<file path="src/rtl/mem_bus_arbiter.sv">
`default_nettype none
// ============================================================================
//  Module      : mem_bus_arbiter
//  Description : Round-robin req/ack arbiter sharing one single-port
//                synchronous RAM (1-cycle read latency) between two masters.
//  Revision    : 1.0 - initial release
// ============================================================================
module mem_bus_arbiter #(
    parameter int ADDR_W = 16,
    parameter int DATA_W = 8
) (
    input  logic              clk,
    input  logic              reset,

    input  logic              m0_req,
    input  logic [ADDR_W-1:0] m0_addr,
    input  logic              m0_we,
    input  logic [DATA_W-1:0] m0_wdata,
    output logic              m0_ack,
    output logic [DATA_W-1:0] m0_rdata,

    input  logic              m1_req,
    input  logic [ADDR_W-1:0] m1_addr,
    input  logic              m1_we,
    input  logic [DATA_W-1:0] m1_wdata,
    output logic              m1_ack,
    output logic [DATA_W-1:0] m1_rdata,

    output logic [ADDR_W-1:0] mem_addr,
    output logic              mem_we,
    output logic [DATA_W-1:0] mem_wdata,
    input  logic [DATA_W-1:0] mem_rdata,

    output logic              owner,
    output logic              busy
);

    typedef enum logic [1:0] {
        ST_IDLE  = 2'd0,
        ST_ISSUE = 2'd1,
        ST_WAIT  = 2'd2,
        ST_RESP  = 2'd3
    } state_t;

    state_t              r_state;
    state_t              w_state_next;

    logic                r_last_served;
    logic                r_owner;
    logic                r_busy;
    logic                r_we_txn;
    logic [ADDR_W-1:0]   r_mem_addr;
    logic                r_mem_we;
    logic [DATA_W-1:0]   r_mem_wdata;
    logic                r_m0_ack;
    logic                r_m1_ack;
    logic [DATA_W-1:0]   r_m0_rdata;
    logic [DATA_W-1:0]   r_m1_rdata;

    logic                w_grant_valid;
    logic                w_grant;

    // On a tie the master that was not served last wins; otherwise the sole requester.
    always_comb begin
        w_grant_valid = m0_req | m1_req;
        if (m0_req && m1_req) begin
            w_grant = ~r_last_served;
        end else begin
            w_grant = m1_req;
        end
    end

    always_ff @(posedge clk) begin
        if (reset) begin
            r_state <= ST_IDLE;
        end else begin
            r_state <= w_state_next;
        end
    end

    always_comb begin
        w_state_next = r_state;
        case (r_state)
            ST_IDLE:  if (w_grant_valid) w_state_next = ST_ISSUE;
            ST_ISSUE: w_state_next = ST_WAIT;
            ST_WAIT:  w_state_next = ST_RESP;
            ST_RESP:  w_state_next = ST_IDLE;
            default:  w_state_next = ST_IDLE;
        endcase
    end

    always_ff @(posedge clk) begin
        if (reset) begin
            r_last_served <= 1'b1;
            r_owner       <= 1'b0;
            r_busy        <= 1'b0;
            r_we_txn      <= 1'b0;
            r_mem_addr    <= '0;
            r_mem_we      <= 1'b0;
            r_mem_wdata   <= '0;
            r_m0_ack      <= 1'b0;
            r_m1_ack      <= 1'b0;
            r_m0_rdata    <= '0;
            r_m1_rdata    <= '0;
        end else begin
            r_mem_we <= 1'b0;
            r_m0_ack <= 1'b0;
            r_m1_ack <= 1'b0;
            case (r_state)
                ST_IDLE: begin
                    if (w_grant_valid) begin
                        r_owner <= w_grant;
                        r_busy  <= 1'b1;
                        if (w_grant) begin
                            r_mem_addr  <= m1_addr;
                            r_mem_we    <= m1_we;
                            r_mem_wdata <= m1_wdata;
                            r_we_txn    <= m1_we;
                        end else begin
                            r_mem_addr  <= m0_addr;
                            r_mem_we    <= m0_we;
                            r_mem_wdata <= m0_wdata;
                            r_we_txn    <= m0_we;
                        end
                    end
                end
                ST_WAIT: begin
                    // RAM output is valid now; writes keep the previous read data.
                    if (r_owner) begin
                        r_m1_ack <= 1'b1;
                        if (!r_we_txn) r_m1_rdata <= mem_rdata;
                    end else begin
                        r_m0_ack <= 1'b1;
                        if (!r_we_txn) r_m0_rdata <= mem_rdata;
                    end
                end
                ST_RESP: begin
                    r_last_served <= r_owner;
                    r_busy        <= 1'b0;
                end
                default: begin
                end
            endcase
        end
    end

    assign m0_ack    = r_m0_ack;
    assign m1_ack    = r_m1_ack;
    assign m0_rdata  = r_m0_rdata;
    assign m1_rdata  = r_m1_rdata;
    assign mem_addr  = r_mem_addr;
    assign mem_we    = r_mem_we;
    assign mem_wdata = r_mem_wdata;
    assign owner     = r_owner;
    assign busy      = r_busy;

endmodule
`default_nettype wire

</file>
<file path="config.mk">
export PLATFORM = sky130hd
export DESIGN_NAME = mem_bus_arbiter
export DESIGN_NICKNAME = d
export VERILOG_FILES = /design/src/rtl/mem_bus_arbiter.sv
export SDC_FILE = /design/constraint.sdc
export NUM_CORES = 1
export LEC_CHECK = 0
export BUFFER_PORTS_ARGS = -buffer_cell sky130_fd_sc_hd__clkbuf_2
export CAP_MARGIN = 30
export CORE_MARGIN = 10
export CORE_UTILIZATION = 49
export CTS_CLUSTER_DIAMETER = 100
export DETAILED_ROUTE_END_ITERATION = 12
export PLACE_DENSITY = 0.85
export SYNTH_ARGS = -nofsm -noshare
export SYNTH_HDL_FRONTEND = slang
export SYNTH_SLANG_ARGS = --single-unit
</file>
<file path="constraint.sdc">
create_clock -name clk -period 3.17 [get_ports clk]
set_input_delay 0.634 -clock clk [delete_from_list [all_inputs] [get_ports clk]]
set_output_delay 0.634 -clock clk [all_outputs]
set_load 0.03 [all_outputs]
</file>
# == Word-level counts from Yosys, hierarchy flattened ==
# Index checks and enable logic that the tools add are counted.
# word_totals
reg_bits,49
in_bits,62
output_inout_bits,45
elab_cells,42
# op_classes
eq_ne,4
muxes,10
bitwise_logic,7
n_reduce_logical,9
# op_table
op,count
2-to-1 mux 16 bit,1
2-to-1 mux 8 bit,1
one-hot mux 2 bit (4 select lines),1
NOT 1 bit,6
AND reduction 3 bit,2
2-to-1 mux 1 bit,5
"== test 2 bit, second input constant",2
AND reduction 2 bit,2
OR reduction 3 bit,1
"== test 2 x 1 -> 1 bit, second input constant",1
zero test 2 bit,1
2-to-1 mux 2 bit,1
"inequality test 2 bit, second input constant",1
one-hot mux 1 bit (2 select lines),1
nonzero test 2 bit,1
OR reduction 2 bit,1
logical AND 1 bit,1
bitwise OR 1 bit,1

# == Depth between registers and ports, before layout ==
# Gate-level depths: netlist of the first run.
# logic_depth
depth_word,3
mapped_depth,7
depth_no_buf,5

# == Worst setup path before layout of the first run ==
# No wires, ideal clock.
# synth_path
path_kind,in2reg
startpoint,in m1_req
endpoint,reg r_state[1]
setup_ns,0.130
arrival_ns,1.331
required_ns,3.040
slack_ns,1.709
stages,3
path_buffers,0
path_cell_list,or3b_2 > mux2i_1 > nor2_1
# synth_via
elab_chain_cells,2
# synth_lines
item,line,source
from (decl),22,"input logic m1_req,"
bitwise OR 1 bit,65,w_grant_valid = m0_req | m1_req;
inequality test 2 bit (no source line),-,
to (signal assigned),77,r_state <= w_state_next;
to (decl),45,state_t r_state;
# No other way between the ends.
# A chain may end at the register's enable or synchronous reset.

# == Worst setup path in the final report of the first run ==
# layout_path
startpoint,reg r_state[0]
endpoint,reg r_mem_addr[7] (netlist: mem_addr[7])
# layout_via
elab_chain_cells,2
# layout_lines
item,line,source
zero test 2 bit,109,case (r_state)
AND reduction 2 bit (no source line),-,
to (signal assigned),115,r_mem_addr <= m1_addr;
to (signal assigned),120,r_mem_addr <= m0_addr;
to (decl),52,logic [ADDR_W-1:0] r_mem_addr;
# No other way between the ends.

==> results_dict.tcl, run 1 <==
set metrics [dict create \
    cp_max_fo 27 \
    ctsHoldBuffers 0 \
    ios 107 \
    path_cells "inv_1 -> ha_1 -> o21a_1 -> nor2_1 -> a211oi_2" \
    portBuffers 106 \
    worstRegToRegCells 5 \
    first_pass_iters 4 \
    relSlewSlack_pct 34.4 \
    synth-async-reset-ratio_pct 0 \
    min-delay-start "m1_rdata[1]" \
    fin_nets 390 \
    core_area_um2 4090 \
    cts-root-buf "clkbuf_8" \
    dieWidth_um 85.8 \
    grt_max_degree 35 \
    hold_path.class "reg2reg" \
    rsz0062_at_grt "no" \
    avgViaCountPerCell 5.21 \
    worstPathRequired_ns 3.38 \
    cts.clk_slew.worst_paths_ns 0.09 \
    first_iter_violations 102 \
    regToRegStartpoint "r_state[0]" \
    report.final.hold_viol_count 0 \
    design_area_um2 2740 \
    overflow 0 \
    synth_fp_nets 290 \
    max-cap-violations 0 \
    postCtsSetupBuffers 0 \
    worst_setup_path_start_kind "flop" \
    route.detailed.drc 0 \
    synth_area_leader_cell "dfxtp_1" \
    cts_sinks 49 \
    r2r_end "mem_addr[7]" \
    worst-path-buf-inv 1 \
    hold_slack_ns 0.504 \
    worst_pin_slew_ns 0.983 \
    cts_buffers 5 \
    grt_first_pass_wirelength_um 9540 \
    syn-cell-area_um2 2120 \
    fmax_ghz 0.507 \
    wl_um 5900 \
    ir_drop_uv 431 \
    dieArea_um2 7370 \
    yosysSeqAreaShare_pct 46.2 \
    initial_core_util_pct 52.0 \
    cts_max_path_buffers 2 \
    syn_inst 224 \
    finalCritPeriodShare_pct 62.2 \
    synth_cell_type_count 25 \
    p_per_area_nw_per_um2 886 \
    dp_hpwl_um 4650 \
    synth_area_per_cell_um2 9.48 \
    synth_edf_count 0 \
    path_class "reg2reg" \
    ys.flop_type "dfxtp_1" \
    gp_congestion 0.794 \
    synth_top_area_share_pct 46.2 \
    drive_above_1_share_pct 43.7 \
    cts_resized 0 \
    period_needed_ns 1.97 \
    grt_usage_pct 15.4 \
    yosys_warnings 0 \
    cts_tree "built" \
    wl_per_cell_um 15.7 \
    ant_nets 0 \
    p_leak_nw 1.37 \
    vias 1953 \
    timing.critical_path.slowest_cell_delay_ns 0.81 \
    n_fill_cell 344 \
    holdPathEnd "m1_rdata[1]" \
    outcome "finished, final reports clean" \
    clock_skew_ns 0.00426 \
    grt_pass1_vias 2006 \
    holdPathStages 2 \
    drv_slew 0 \
    synth.top_cells.by_count "dfxtp_1 (49), nor2_1 (46), a21oi_1 (24), nand2_1 (24), a211oi_2 (20)" \
    antenna_cells 0 \
    critPathCaptureType "flop" \
    h-tree-depth 2 \
    synth_most_common_cell "dfxtp_1" \
    synthTopCellsByArea "dfxtp_1 (46%), a211oi_2 (12%), mux2i_1 (8.5%), nor2_1 (8.1%), a21oi_1 (5.7%)" \
    finalSetupViolations 0 \
    synth-seq-cells 49 \
    row_count 23 \
    antenna_found_initial 0 \
    clk-insertion-delay-late_ns 0.30 \
    cp_top_family "compound AO/OA/AOI/OAI gates" \
    fin_setup_tns_ns 0 \
    dieHeight_um 85.8 \
    syn2layout_area_growth_pct 29.0 \
    rrSetupSlack_ns 1.20 \
    place_area_um2 2640 \
    cp.arrival_ns 2.18 \
    slowest_stage "o21a_1" \
]
## sequential cells by signal, summed over array words and instances (netlist names)
name           count
busy               1
m0_ack             1
m0_rdata           8
m1_ack             1
m1_rdata           8
mem_addr          16
mem_wdata          8
mem_we             1
owner              1
r_last_served      1
r_state            2
r_we_txn           1
## cell families (layout without fill, tap and decap cells)
family | Yosys count | after routing | share of synthesized area, %
flip-flops | 49 | 49 | 46.2
AND/OR/NAND/NOR | 77 | 77 | 14.8
buffers and inverters | 19 | 120 | 5.42
AO/OA/AOI/OAI | 57 | 57 | 22.8
adder cells (fa/ha/maj) | 4 | 4 | 2.36
multiplexers | 18 | 18 | 8.48
## cell usage in the layout, fill, tap and decap left out
cell and n:
a22oi_1 1, a21bo_2 1, nand3b_1 1, a211oi_2 20
or3b_2 1, dfxtp_1 49, a211o_1 1, ha_1 4
nand2_1 24, a21oi_1 24, clkinv_2 1, mux2i_1 18
inv_1 2, a21boi_4 1, and3b_1 1, buf_4 4
nor3b_1 2, o21ai_2 1, nor2_1 46, o21a_1 1
nor2b_1 1, clkbuf_2 106, a211oi_1 7, clkbuf_8 7
nor3_1 1
## report_power, final
group | internal [W] | switching, W
Combinational | 0.000389 | 0.000767
Sequential | 0.000782 | 0.0000935
Clock | 0.000197 | 0.000199
Total | 0.00137 | 0.00106
## routing by layer
metal / part of all wire, % / routed length (um) / track usage [%]
met1: 40 / 2350 / 16.3
met2: 48 / 2850 / 26.6
met3: 11 / 620 / 7.38
met4: 1.2 / 72 / 4.49
met5: 0 / 0 / 0
## final cells by class
cell class,count,area (um^2),area share [%]
clock buffers,7,96.3,3.51
clock inverters,1,5.00,0.183
inverters,2,7.51,0.274
multi-input cells,156,1030,37.5
flip-flops and latches,49,981,35.8
well taps,50,62.6,2.28
repair buffers,110,561,20.4
## stage by stage
| stage | utilization (%) | setup WS (ns) | std cells | power [W] |
|---|---|---|---|---|
| detailed placement | 64.6 | 1.11 | 367 | 0.00206 |
| CTS | 67.1 | 1.17 | 375 | 0.00246 |
| floorplan | - | 1.71 | 224 | 0.00177 |
| global placement | 64.6 | 1.19 | 367 | 0.00202 |
| global route | 67.1 | 1.03 | 375 | 0.00259 |
| finish | 67.1 | 1.20 | 375 | 0.00243 |
## worst min-delay path, cell delays in order (launching register included)
cell and delay [ns]:
dfxtp_1 0.33, mux2i_1 0.07, nor2_1 0.07
## worst max-delay path by stage
stage,start,endpoint,depth (start not counted)
after floorplan,m1_req,r_state[1],3
after global placement,m0_req,mem_addr[12],4
after detailed placement,m0_req,mem_addr[7],4
after CTS,r_state[0],m0_rdata[7],6
after global routing,r_state[0],m0_rdata[7],6
final,r_state[0],mem_addr[7],5
(Power assumes the default switching activity.)
==> run 2: changes to the inputs <==
--- a/config.mk
+++ b/config.mk
@@ -5,13 +5,14 @@
 export SDC_FILE = /design/constraint.sdc
 export NUM_CORES = 1
 export LEC_CHECK = 0
+export ABC_AREA = 1
 export BUFFER_PORTS_ARGS = -buffer_cell sky130_fd_sc_hd__clkbuf_2
 export CAP_MARGIN = 30
 export CORE_MARGIN = 10
-export CORE_UTILIZATION = 49
+export CORE_UTILIZATION = 46
 export CTS_CLUSTER_DIAMETER = 100
 export DETAILED_ROUTE_END_ITERATION = 12
-export PLACE_DENSITY = 0.85
+export PLACE_DENSITY = 0.8
 export SYNTH_ARGS = -nofsm -noshare
 export SYNTH_HDL_FRONTEND = slang
 export SYNTH_SLANG_ARGS = --single-unit
==> constraint.sdc (replaced) <==
create_clock -name clk -period 2 [get_ports clk]
set_input_delay 0.4 -clock clk [delete_from_list [all_inputs] [get_ports clk]]
set_output_delay 0.4 -clock clk [all_outputs]
set_load 0.03 [all_outputs]
==> run 2 against run 1 <==
  * Clock power increased by 82%
  * Setup slack got worse by 0.71 ns
  * Final area increased by 6.3%
  * Non-clock buffer count increased by 1
  * Clock-buffer cell count decreased by 1
  * Sequential power increased by 55%
  * Final cell count increased by 27%
  * Worst hold slack got worse by 0.16 ns
  * Combinational power increased by 36%
  * Utilization decreased by 5.4 points
  * Synthesized cell count increased by 39%
  * Largest cell class unchanged
==> results_dict.tcl, run 2 <==
set metrics [dict create \
    synth_top_area_share_pct 43.9 \
    initial_core_util_pct 47.3 \
    cts_sinks 49 \
    ant_nets 0 \
    worst_pin_slew_ns 0.583 \
    grt_usage_pct 15.0 \
    worstPathRequired_ns 2.19 \
    ios 107 \
    hold_path.class "in2reg" \
    synthAdderAreaFrac_pct 2.24 \
    max-cap-violations 0 \
    report.final.hold_viol_count 0 \
    first_iter_violations 67 \
    syn-cell-area_um2 2230 \
    syn_inst 311 \
    ir_drop_uv 627 \
    path_cells "inv_1 -> ha_1 -> inv_1 -> nor2_4 -> buf_4 -> nand2_1 -> nor2_1 -> nor2_1" \
    finalSetupViolations 0 \
    cts_tree "built" \
    yosys.area_share.simple_pct 29.0 \
    final_common_cell "clkbuf_2" \
    synth-seq-cells 49 \
    grt_pass1_vias 2266 \
    dieHeight_um 89.7 \
    drv_slew 0 \
    cts_resized 0 \
    antenna_cells 0 \
    p_per_area_nw_per_um2 1260 \
    power_frac_seq_pct 37.2 \
    period_needed_ns 1.52 \
    core_area_um2 4720 \
    vias 2295 \
    p_leak_nw 1.49 \
    synth_edf_count 0 \
    design_area_um2 2910 \
    timing.critical_path.slowest_cell_delay_ns 0.33 \
    p_switching_w 0.00153 \
    synth_fp_nets 377 \
    gp_congestion 0.772 \
    fmax_ghz 0.660 \
    synth_cell_type_count 20 \
    synth_xor_area_share_pct 0 \
    dp_hpwl_um 4730 \
    avgViaCountPerCell 4.80 \
    synth_compound_area_share_pct 17.7 \
    cp_max_fo 32 \
    slowest_stage "dfxtp_1" \
    ys.flop_type "dfxtp_1" \
    multiInputGateArea_um2 1090 \
    postCtsSetupBuffers 0 \
    p_sw_share_pct 41.9 \
    dieArea_um2 8040 \
    synth_most_common_cell "nor2_1" \
    first_pass_iters 4 \
    place_area_um2 2790 \
    outcome "finished, final reports clean" \
    synth-async-reset-ratio_pct 0 \
    final_cell_mix "clkbuf_2 (106), nor2_1 (92), dfxtp_1 (49)" \
    synth.top_cells.by_count "nor2_1 (92), dfxtp_1 (49), nand2_1 (39), o21ai_0 (39), nand3_1 (25)" \
    path_class "reg2reg" \
    synthTopCellsByArea "dfxtp_1 (44%), nor2_1 (15%), o21ai_0 (8.7%), nand2_1 (6.6%), a21boi_0 (6.4%)" \
    cts.clk_slew.worst_paths_ns 0.09 \
    p_int_w 0.00213 \
    comb_power_share_pct 43.2 \
    row_count 25 \
    h-tree-depth 2 \
    wl_um 6090 \
    clock_skew_ns 0.00740 \
    worst_setup_path_start_kind "flop" \
    synth_mux_area_share_pct 0 \
    drive_above_1_share_pct 29.7 \
    synth_top_family_by_area "simple AND/OR/NAND/NOR gates" \
    n_fill_cell 459 \
    rsz0062_at_grt "no" \
    largest_register_ffs 16 \
    cts-root-buf "clkbuf_8" \
    yosys_warnings 0 \
    relSlewSlack_pct 61.1 \
    antenna_found_initial 0 \
    clk-insertion-delay-late_ns 0.29 \
    cts_max_path_buffers 2 \
    overflow 0 \
    wl_per_cell_um 12.7 \
    route.detailed.drc 0 \
    clockPowerShare_pct 19.6 \
    grt_max_degree 42 \
    syn2layout_area_growth_pct 30.4 \
    portBuffers 106 \
    finalCritPeriodShare_pct 75.8 \
    synth_area_leader_cell "dfxtp_1" \
    synth_area_per_cell_um2 7.18 \
    utilization_pct 61.7 \
    fin_setup_tns_ns 0 \
    cp.arrival_ns 1.71 \
    ff_latch_area_um2 981 \
    critPathCaptureType "flop" \
    dieWidth_um 89.7 \
    ctsHoldBuffers 0 \
    cts_buffers 5 \
    fin_nets 476 \
    yosysSeqAreaShare_pct 43.9 \
    grt_first_pass_wirelength_um 9750 \
]
==> run 2: cell families (layout without fill, tap and decap cells) <==
family                   count (synthesis)  after routing
AO/OA/AOI/OAI                           68             68
adder cells (fa/ha/maj)                  4              4
buffers and inverters                   30            130
flip-flops                              49             49
AND/OR/NAND/NOR                        160            160
==> run 2: per-stage QoR <==
stage,setup WS (ns),hold slack (ns),total power [W],instances
2_1_floorplan,0.698,0.442,0.00255,311
3_3_place_gp,0.525,0.461,0.00294,470
3_5_place_dp,0.485,0.476,0.00298,470
4_1_cts,0.484,0.324,0.00371,478
5_1_grt,0.302,0.337,0.00394,478
6_report,0.485,0.340,0.00366,478
==> run 2: layout make-up <==
class | instances | area share, %
inverters | 11 | 1.42
well taps | 67 | 2.88
multi-input cells | 232 | 37.5
repair buffers | 111 | 20.4
clock buffers | 6 | 2.84
flip-flops and latches | 49 | 33.7
clock inverters | 2 | 1.29
==> run 2: power by group through the flow <==
| stage | Combinational (W) | Clock (W) | Sequential (W) |
|---|---|---|---|
| final | 0.00158 | 0.000719 | 0.00136 |
| after global routing | 0.00177 | 0.000784 | 0.00139 |
| after CTS | 0.00161 | 0.000738 | 0.00136 |
| after detailed placement | 0.00160 | 0 | 0.00138 |
| after global placement | 0.00156 | 0 | 0.00137 |
| after floorplan | 0.000728 | 0 | 0.00182 |
==> run 2: final timing paths <==
| kind | startpoint | endpoint | slack, ns | depth (start not counted) |
|---|---|---|---|---|
| setup / recovery | r_state[0] | mem_addr[6] | 0.48 | 8 |
| hold / removal | reset | m1_ack | 0.34 | 2 |
| hold reg to reg | m1_rdata[7] | m1_rdata[7] | 0.49 | 2 |
| setup reg to reg | r_state[0] | mem_addr[6] | 0.48 | 8 |
==> run 2: critical path, delay by kind of cell (launching register included) <==
family | cells | cell delay [ns]
adder cells (fa/ha/maj) | 1 | 0.23
buffers and inverters | 3 | 0.49
flip-flops | 1 | 0.33
AND/OR/NAND/NOR | 4 | 0.37
==> run 2: layer usage <==
metal,global-route usage [%],vias to the layer above,wire length (um)
met3,6.14,7,594
met4,4.34,0,52
li1,-,1208,-
met2,24.9,78,2790
met1,17.2,1002,2650
met5,0,-,0
==> run 3: changes to the inputs <==
==> constraint.sdc (replaced) <==
create_clock -name clk -period 1.6 [get_ports clk]
set_input_delay 0.32 -clock clk [delete_from_list [all_inputs] [get_ports clk]]
set_output_delay 0.32 -clock clk [all_outputs]
set_load 0.03 [all_outputs]
==> run 3 against run 2 <==
  * Non-clock buffer count up 3
  * Sequential share of layout area down 0.62 points
  * Setup slack worse by 0.30 ns
  * Final area up 1.9%
  * Total power up 30%
  * Clock-buffer cell count down 1
  * Sequential power up 25%
  * Via count up 0.13%
  * Worst hold slack worse by 0.077 ns
  * Critical path depth unchanged
  * Fmax up 7.3%
  * Critical path type unchanged
  * Largest power group unchanged
  * Highest routed layer unchanged
==> results_dict.tcl, run 3 (same netlist as run 2, synthesis figures left out) <==
set metrics [dict create \
    rrSetupSlack_ns 0.19 \
    antenna_cells 0 \
    crit_start "r_state[0]" \
    route.detailed.drc 0 \
    grt_max_degree 41 \
    dieHeight_um 89.7 \
    gp_congestion 0.772 \
    syn2layout_area_growth_pct 32.9 \
    h-tree-depth 2 \
    fin_setup_tns_ns 0 \
    utilization_pct 62.8 \
    worstPathRequired_ns 1.79 \
    report.final.hold_viol_count 0 \
    cts_tree "built" \
    largest_register_ffs 16 \
    wl_um 6150 \
    vias 2298 \
    initial_core_util_pct 47.3 \
    ant_nets 0 \
    avgViaCountPerCell 4.78 \
    final_common_cell "clkbuf_2" \
    p_leak_nw 1.51 \
    grt_pass1_vias 2183 \
    critPathCaptureType "flop" \
    ir_drop_uv 666 \
    dp_hpwl_um 4740 \
    rsz0062_at_grt "no" \
    fmax_ghz 0.708 \
    overflow 0 \
    drv_slew 0 \
    ctsHoldBuffers 0 \
    dieArea_um2 8040 \
    max-cap-violations 0 \
    finalSetupViolations 0 \
    grt_first_pass_wirelength_um 9890 \
    cp.arrival_ns 1.60 \
    first_pass_iters 4 \
    grt_usage_pct 15.3 \
    worst_setup_path_start_kind "flop" \
    pre_cts_ws_ns 0.182 \
    row_count 25 \
    cts.clk_slew.worst_paths_ns 0.09 \
    dieWidth_um 89.7 \
    cts_resized 0 \
    ios 107 \
    finalCritPeriodShare_pct 88.3 \
    worstRegToRegCells 8 \
    period_needed_ns 1.41 \
    clk-insertion-delay-late_ns 0.30 \
    fin_nets 479 \
    cts_max_path_buffers 2 \
    first_iter_violations 75 \
    cp_max_fo 40 \
    drive_above_1_share_pct 30.7 \
    fin_ws_ns 0.188 \
    relSlewSlack_pct 75.4 \
    regToRegStartpoint "r_state[0]" \
    cts-root-buf "clkbuf_8" \
    cts_buffers 5 \
    worst_pin_slew_ns 0.368 \
    p_per_area_nw_per_um2 1610 \
    postCtsSetupBuffers 0 \
    hold_path.class "in2reg" \
    final_cell_mix "clkbuf_2 (106), nor2_1 (92), dfxtp_1 (49)" \
    clock_skew_ns 0.00739 \
    antenna_found_initial 0 \
    core_area_um2 4720 \
    wl_per_cell_um 12.8 \
    path_class "reg2reg" \
    cts_sinks 49 \
    outcome "finished, final reports clean" \
    setup.worst_path.end "mem_addr[8]" \
    portBuffers 106 \
    r2r_end "mem_addr[8]" \
]
-- run 3: where the power goes --
group | internal, W | leakage [nW] | total [W] | switching, W
sequential | 0.00154 | 0.403 | 0.00170 | 0.000163
clock | 0.000629 | 0.0687 | 0.00104 | 0.000415
combinational | 0.000661 | 1.04 | 0.00203 | 0.00137
total | 0.00283 | 1.51 | 0.00477 | 0.00195
-- run 3: critical path, cell delays in order, from the launching register on --
cell	delay (ns)
dfxtp_1	0.34
inv_1	0.11
ha_2	0.22
inv_1	0.07
nor2_4	0.13
buf_12	0.20
nand2_1	0.08
nor2_1	0.10
nor2_1	0.05
-- run 3: how the worst min path moves through the flow --
stage          depth (start not counted)             to          start
2_1_floorplan                          1          owner          reset
3_3_place_gp                           2  r_last_served  r_last_served
3_5_place_dp                           2    m1_rdata[4]    m1_rdata[4]
4_1_cts                                2         m1_ack          reset
5_1_grt                                2          owner          reset
6_report                               2         m1_ack          reset
-- run 3: area by class of cell --
class	instances	area (um^2)
Inverter	11	41.3
Tap cell	67	83.8
Multi-Input combinational cell	232	1100
Fill cell	450	1760
Timing Repair Buffer	114	628
Sequential cell	49	981
Clock inverter	3	68.8
Clock buffer	5	68.8
-- run 3: metal layers --
metal  vias to the layer above  GRT usage [%]  share of wire, %
li1                       1208              -                 -
met1                      1009           18.3                43
met2                        79           24.6                46
met3                         2           6.59                10
met4                         0           3.90              0.47
met5                         -              0                 0
-- run 3: metrics by stage --
step | total power [W] | hold WS (ns) | instance area (um^2) | instances
2_1_floorplan | 0.00318 | 0.389 | 2230 | 311
3_3_place_gp | 0.00372 | 0.460 | 2830 | 473
3_5_place_dp | 0.00377 | 0.476 | 2830 | 473
4_1_cts | 0.00482 | 0.248 | 2970 | 481
5_1_grt | 0.00515 | 0.254 | 2970 | 481
6_report | 0.00477 | 0.264 | 2970 | 481
